`src/rtl/dirty_flush_ctrl_pkg.sv`:
```
// dirty_flush_ctrl_pkg: shared set-index width and flush FSM state encoding
package dirty_flush_ctrl_pkg;
    localparam int INDEX_W_DEF = 8;
    typedef enum logic [2:0] {
        FLUSH_IDLE, FLUSH_READ, FLUSH_CHECK, FLUSH_WB, FLUSH_CLEAR, FLUSH_DONE
    } flush_state_t;
endpackage

```
`src/rtl/dirty_flush_ctrl.sv`:
```
// dirty_flush_ctrl: dirty-bit register-file arbiter and flush sequencer
//   clk, resetn                       clock, async active-low reset
//   flush_req/flush_busy/flush_done   flush control and status
//   cache_addr/din/we/dout            pipeline port, forwarded only while idle
//   dr_addr/din/we/dout               dirty register-file master port
//   wb_valid/wb_index/wb_ready        write-back request handshake
module dirty_flush_ctrl
    import dirty_flush_ctrl_pkg::*;
#(
    parameter int INDEX_W = INDEX_W_DEF
) (
    input  logic               clk,
    input  logic               resetn,
    input  logic               flush_req,
    output logic               flush_busy,
    output logic               flush_done,
    input  logic [INDEX_W-1:0] cache_addr,
    input  logic               cache_din,
    input  logic               cache_we,
    output logic               cache_dout,
    output logic [INDEX_W-1:0] dr_addr,
    output logic               dr_din,
    output logic               dr_we,
    input  logic               dr_dout,
    output logic               wb_valid,
    output logic [INDEX_W-1:0] wb_index,
    input  logic               wb_ready
);
    flush_state_t state, state_n;
    logic [INDEX_W-1:0] idx, idx_n;
    logic idle, last;

    assign idle       = state == FLUSH_IDLE;
    assign last       = &idx;
    assign flush_busy = !idle;
    assign flush_done = state == FLUSH_DONE;
    assign cache_dout = idle ? dr_dout : 1'b0;
    assign dr_addr    = idle ? cache_addr : idx;
    assign dr_din     = idle ? cache_din : 1'b0;
    assign dr_we      = idle ? cache_we : state == FLUSH_CLEAR;

    always_comb begin
        state_n = state;
        idx_n   = idx;
        case (state)
            FLUSH_IDLE: if (flush_req) begin
                state_n = FLUSH_READ;
                idx_n   = '0;
            end
            FLUSH_READ:  state_n = FLUSH_CHECK;
            FLUSH_CHECK: if (dr_dout) state_n = FLUSH_WB;
                else if (last) state_n = FLUSH_DONE;
                else begin
                    state_n = FLUSH_READ;
                    idx_n   = idx + 1'b1;
                end
            FLUSH_WB:    if (wb_valid && wb_ready) state_n = FLUSH_CLEAR;
            FLUSH_CLEAR: if (last) state_n = FLUSH_DONE;
                else begin
                    state_n = FLUSH_READ;
                    idx_n   = idx + 1'b1;
                end
            default:     state_n = FLUSH_IDLE;
        endcase
    end

    // wb_valid is a flop mirroring "next state is WB", so it is glitch-free
    // and stays high until the cycle after the handshake edge.
    always_ff @(posedge clk or negedge resetn) begin
        if (!resetn) begin
            state    <= FLUSH_IDLE;
            idx      <= '0;
            wb_valid <= 1'b0;
            wb_index <= '0;
        end else begin
            state    <= state_n;
            idx      <= idx_n;
            wb_valid <= state_n == FLUSH_WB;
            if (state == FLUSH_CHECK && dr_dout) wb_index <= idx;
        end
    end
endmodule

```
`config.mk`:
```
export PLATFORM = sky130hd
export DESIGN_NAME = dirty_flush_ctrl
export DESIGN_NICKNAME = d
export VERILOG_FILES = /design/src/rtl/dirty_flush_ctrl_pkg.sv /design/src/rtl/dirty_flush_ctrl.sv
export SDC_FILE = /design/constraint.sdc
export NUM_CORES = 1
export LEC_CHECK = 0
export CORE_ASPECT_RATIO = 1.5
export CORE_MARGIN = 2
export CORE_UTILIZATION = 50
export CTS_BUF_LIST = sky130_fd_sc_hd__clkbuf_2 sky130_fd_sc_hd__clkbuf_4 sky130_fd_sc_hd__clkbuf_8
export DETAILED_ROUTE_END_ITERATION = 10
export GPL_TIMING_DRIVEN = 0
export PLACE_DENSITY = 0.86
export SLEW_MARGIN = 20
export SYNTH_ARGS = -nofsm -noshare
export SYNTH_HDL_FRONTEND = slang
export SYNTH_SLANG_ARGS = --single-unit
```
`constraint.sdc`:
```
create_clock -name clk -period 4.54 [get_ports clk]
set_clock_uncertainty 0.15 [all_clocks]
set_input_delay 0.454 -clock clk [delete_from_list [all_inputs] [get_ports clk]]
set_output_delay 0.454 -clock clk [all_outputs]
set_load 0.01 [all_outputs]
```
-- Word-level counts from Yosys, hierarchy flattened
Index checks and enable logic that the tools add are counted.
Widths: inputs -> output; s select.
- mux-type cells: 13
- equality and inequality tests: 8
- add/subtract/negate cells: 1
- reduce and logical (&&, ||, !) cells: 7
- operators by type and width (cell ; count):
    $mux 8 ; 4
    $pmux 8 s3 ; 1
    $pmux 3 s5 ; 1
    $mux 3 ; 4
    $eq 3x2->1 const B ; 3
    $add 8x1->8 const B ; 1
    $reduce_and 8->1 ; 1
    $eq 3x3->1 const B ; 2
    $ne 2x2->1 const B ; 2
    $eq 3x1->1 const B ; 1
    $logic_not 3->1 ; 1
    $mux 1 ; 3
    $reduce_and 3->1 ; 1
    $reduce_bool 3->1 ; 1
    $logic_and 1x1->1 ; 2
    $logic_not 1->1 ; 1
- register bits: 20
- output and inout port bits: 22

-- Depth between registers and ports, before layout
- word-level depth: 5
- gate-level depth with buffers: 7

-- Worst setup path after synthesis
OpenSTA, ideal clock, no wires.
- kind: register to output
- from: reg state[0]
- to: out dr_addr[0]
- cell stages (with the launch flop): 7
- arrival: 1509 ps
- path slack: 2427 ps
- path through: dfrtp_1 > buf_6 > or2_1 > buf_2 > nor2_1 > buf_2 > mux2_2
- longest elaborated chain between the ends: 2
- RTL lines (what ; line ; source):
    start: declaration ; dirty_flush_ctrl.sv:29 ; flush_state_t state, state_n;
    start signal: assignment ; dirty_flush_ctrl.sv:76 ; state <= state_n;
    $logic_not 3->1 ; dirty_flush_ctrl.sv:33 ; assign idle = state == FLUSH_IDLE;
    $mux 8 ; dirty_flush_ctrl.sv:38 ; assign dr_addr = idle ? cache_addr : idx;
    end: declaration ; dirty_flush_ctrl.sv:21 ; output logic [INDEX_W-1:0] dr_addr,
No other way between the ends.

-- Worst setup path after layout
- from: reg state[0]
- to: out dr_addr[3]
Same word-level chain as after synthesis.

==> results by group <==
Timing
  – Setup_tns: 0 ns
  – Final count of hold timing violations: 0
  – Relative slew slack: approximately two fifths
  – Maximum clock rate: 0.324 GHz
  – Hold Worst Slack: 0.371 ns
  – Slew @ Worst Pin: 0.876 ns
  – Final setup violation count: 0
  – Final Max Slew Viols: 0
  – RSZ-0062 raised after global routing: no
  – Period utilization: 67.9%
  – Minimum clock period: 3.08 ns

Routing
  – Drt total wl: roughly 2600 um
  – Via Count: roughly 1000
  – Vias/cell: 6.05
  – Initial DRC Count: 24
  – Per-cell routed wire length: 15.2 um
  – Remaining routing DRC violations: 0
  – Antenna Nets Post-Route: 0
  – TritonRoute pass-1 iters: 4

Die
  – Die Y: 62.6 um
  – Initial Util: 51.8%
  – Die area: between 0.002 and 0.003 mm2
  – Core area: 0.00221 mm2
  – # IOs: 37
  – Die width: 43.1 um
  – Row count: 21

Synthesis
  – Post-synth top cells: 20 x dfrtp_1, 14 x mux2_2, 13 x a21oi_1, 10 x nor2_1, 6 x inv_1
  – Synth area leader: dfrtp_1
  – Syn avg cell area: 10.6 um2
  – Area contributors post-synth: dfrtp_1 44%, mux2_2 14%, a21oi_1 5.7%
  – Synth warn: 0
  – Synth Instances: 108
  – Post-synth ARST share: 100%
  – Area of the mapped netlist: 0.00114 mm2
  – FF+latch count, synth: 20
  – Top-area cell type share of the netlist area: between 40% and 50%
  – Cell variety after synth: 32
  – Seq/Total Area, Yosys: 43.8%
  – Number of synthesized flops with an enable pin: 0
  – Most common cell in the netlist: dfrtp_1
  – Mapped Nets: 124
  – Top_reg_cell synth: dfrtp_1

GRT
  – First-pass GRT wire length: 4640 um
  – Initial antenna violation count: 0
  – GRT Total Usage: 22.5%
  – Vias in the first global route: slightly above 1000
  – Largest net degree at the start of global routing: 21
  – Remaining Overflow, GRT: 0

Clock network
  – CTS max path bufs: 2
  – Root Buffer: clkbuf_4
  – H-tree depth: 1
  – Hold_buf cts: 0
  – PostCTS Resize Cnt: 0
  – CTS sink cnt: 20
  – TritonCTS clock tree: yes
  – CTS buffer count: 3
  – Clock Latency Late Sink: 0.31 ns
  – Clock-pin slew on the worst setup and hold paths: 0.11 ns
  – # Post-CTS Setup Buffers: 0

Finish
  – Util after Layout: 71.1%
  – Ratio of cells with drive above 1 in the final layout: 18.9%
  – Area growth from synthesis to layout: 37.2%
  – Number of fill cells in the layout: 172
  – Finished Layout Cells: approximately 170
  – Layout net count: 165
  – Antenna Cells: 0

Place
  – Placed cells: around 170
  – Final HPWL DP: between 1500 and 2000 um
  – RePlAce Congestion: approximately 0.87
  – I/O Buffers: 36

Critical path
  – Cell chain of the critical path: buf_6 -> or2_1 -> buf_2 -> nor2_1 -> buf_2 -> mux2_2 -> clkdlybuf4s50_1
  – CP max stage cell: clkdlybuf4s50_1
  – Worst path max stage delay: 0.48 ns
  – Arrival time at the worst endpoint: around 2.5 ns
  – Setup crit end kind: output port
  – CP Data Required Time: 3.94 ns
  – CP Max Fanout: 10
  – CP startpoint kind: register
  – Worst path most repeated cell: buf_2
  – Kind of critical path: register to output port

Flow run
  – Maxcap violations: 0

Power and ir drop
  – Leakage: 0.672 nW
  – Pwr/cell area: 496 mW/mm2
  – Max IR drop VDD: 0.352 mV

Outcome
  – Status: completed

Hold path
  – Worst min-delay path class: register to register
cell type report:
type                    instances  area [um2]  area share [%]
multi-input cells              77         578            36.8
flip-flops and latches         20         500            31.9
repair buffers                 36         360            23.0
plain buffers                   5        42.5            2.71
clock buffers                   4        36.3            2.31
well taps                      23        28.8            1.83
inverters                       6        22.5            1.44
state kept, by name, summed over array words and instances, names as in the netlist:
signal    flops
idx           8
state         3
wb_index      8
wb_valid      1
worst paths after layout:
check / from / endpoint / slack [ns] / depth (start not counted)
setup / recovery: state[0] / dr_addr[3] / 1.46 / 7
hold / removal: wb_index[1] / wb_index[1] / 0.37 / 1
setup reg to reg: state[2] / idx[1] / 2.60 / 5
hold reg to reg: wb_index[1] / wb_index[1] / 0.37 / 1
max in group asynchronous: resetn / wb_valid / 3.23 / 1
min in group asynchronous: resetn / idx[0] / 0.48 / 1
critical path, delay by kind of cell (launching register included):
kind | cells | cell delay [ns]
multiplexers | 1 | 0.36
AND/OR/NAND/NOR | 2 | 0.39
buffers and inverters | 4 | 1.03
flip-flops | 1 | 0.39
kinds of logic after synthesis:
kind of cell,share of synthesized area (%)
flops,43.8
simple gates,16.6
compound gates,17.3
fa+ha+maj,1.09
mux,15.5
buf+inv,5.69
cell usage in the layout (no fill, tap or decap), types with 2 or more instances in the layout:
| cell | Yosys | routed |
|---|---|---|
| clkbuf_4 | 0 | 3 |
| dfrtp_1 | 20 | 20 |
| o21ai_0 | 4 | 4 |
| clkdlybuf4s50_1 | 0 | 36 |
| mux2_2 | 14 | 14 |
| a41oi_1 | 2 | 2 |
| nor2_1 | 10 | 10 |
| buf_6 | 2 | 2 |
| inv_1 | 6 | 6 |
| nand2_1 | 4 | 4 |
| a21oi_1 | 13 | 13 |
| buf_2 | 2 | 2 |
| and3_1 | 5 | 5 |
| o31ai_1 | 2 | 2 |
| or2b_1 | 2 | 2 |
| nand3_1 | 3 | 3 |
| mux2i_1 | 2 | 2 |
where the power goes:
group,internal [mW],switching [mW],leakage (nW)
Sequential,0.210,0.0322,0.271
Combinational,0.227,0.204,0.380
Clock,0.0490,0.0564,0.0210
per-layer routing:
layer,track usage [%],vias up,routed length (um)
li1,-,481,-
met1,28.1,513,1030
met2,37.9,33,1420
met3,2.60,7,99
met4,10.2,0,53
met5,0,-,0
per-stage QoR:
stage	instance area [um2]	setup WS (ns)	power (mW)
3_5_place_dp	1530	1.80	0.675
5_1_grt	1570	1.35	0.832
6_report	1570	1.46	0.779
4_1_cts	1570	1.44	0.783
2_1_floorplan	1140	2.43	0.506
3_3_place_gp	1530	1.82	0.661
Power figures use the tool's default switching activity.
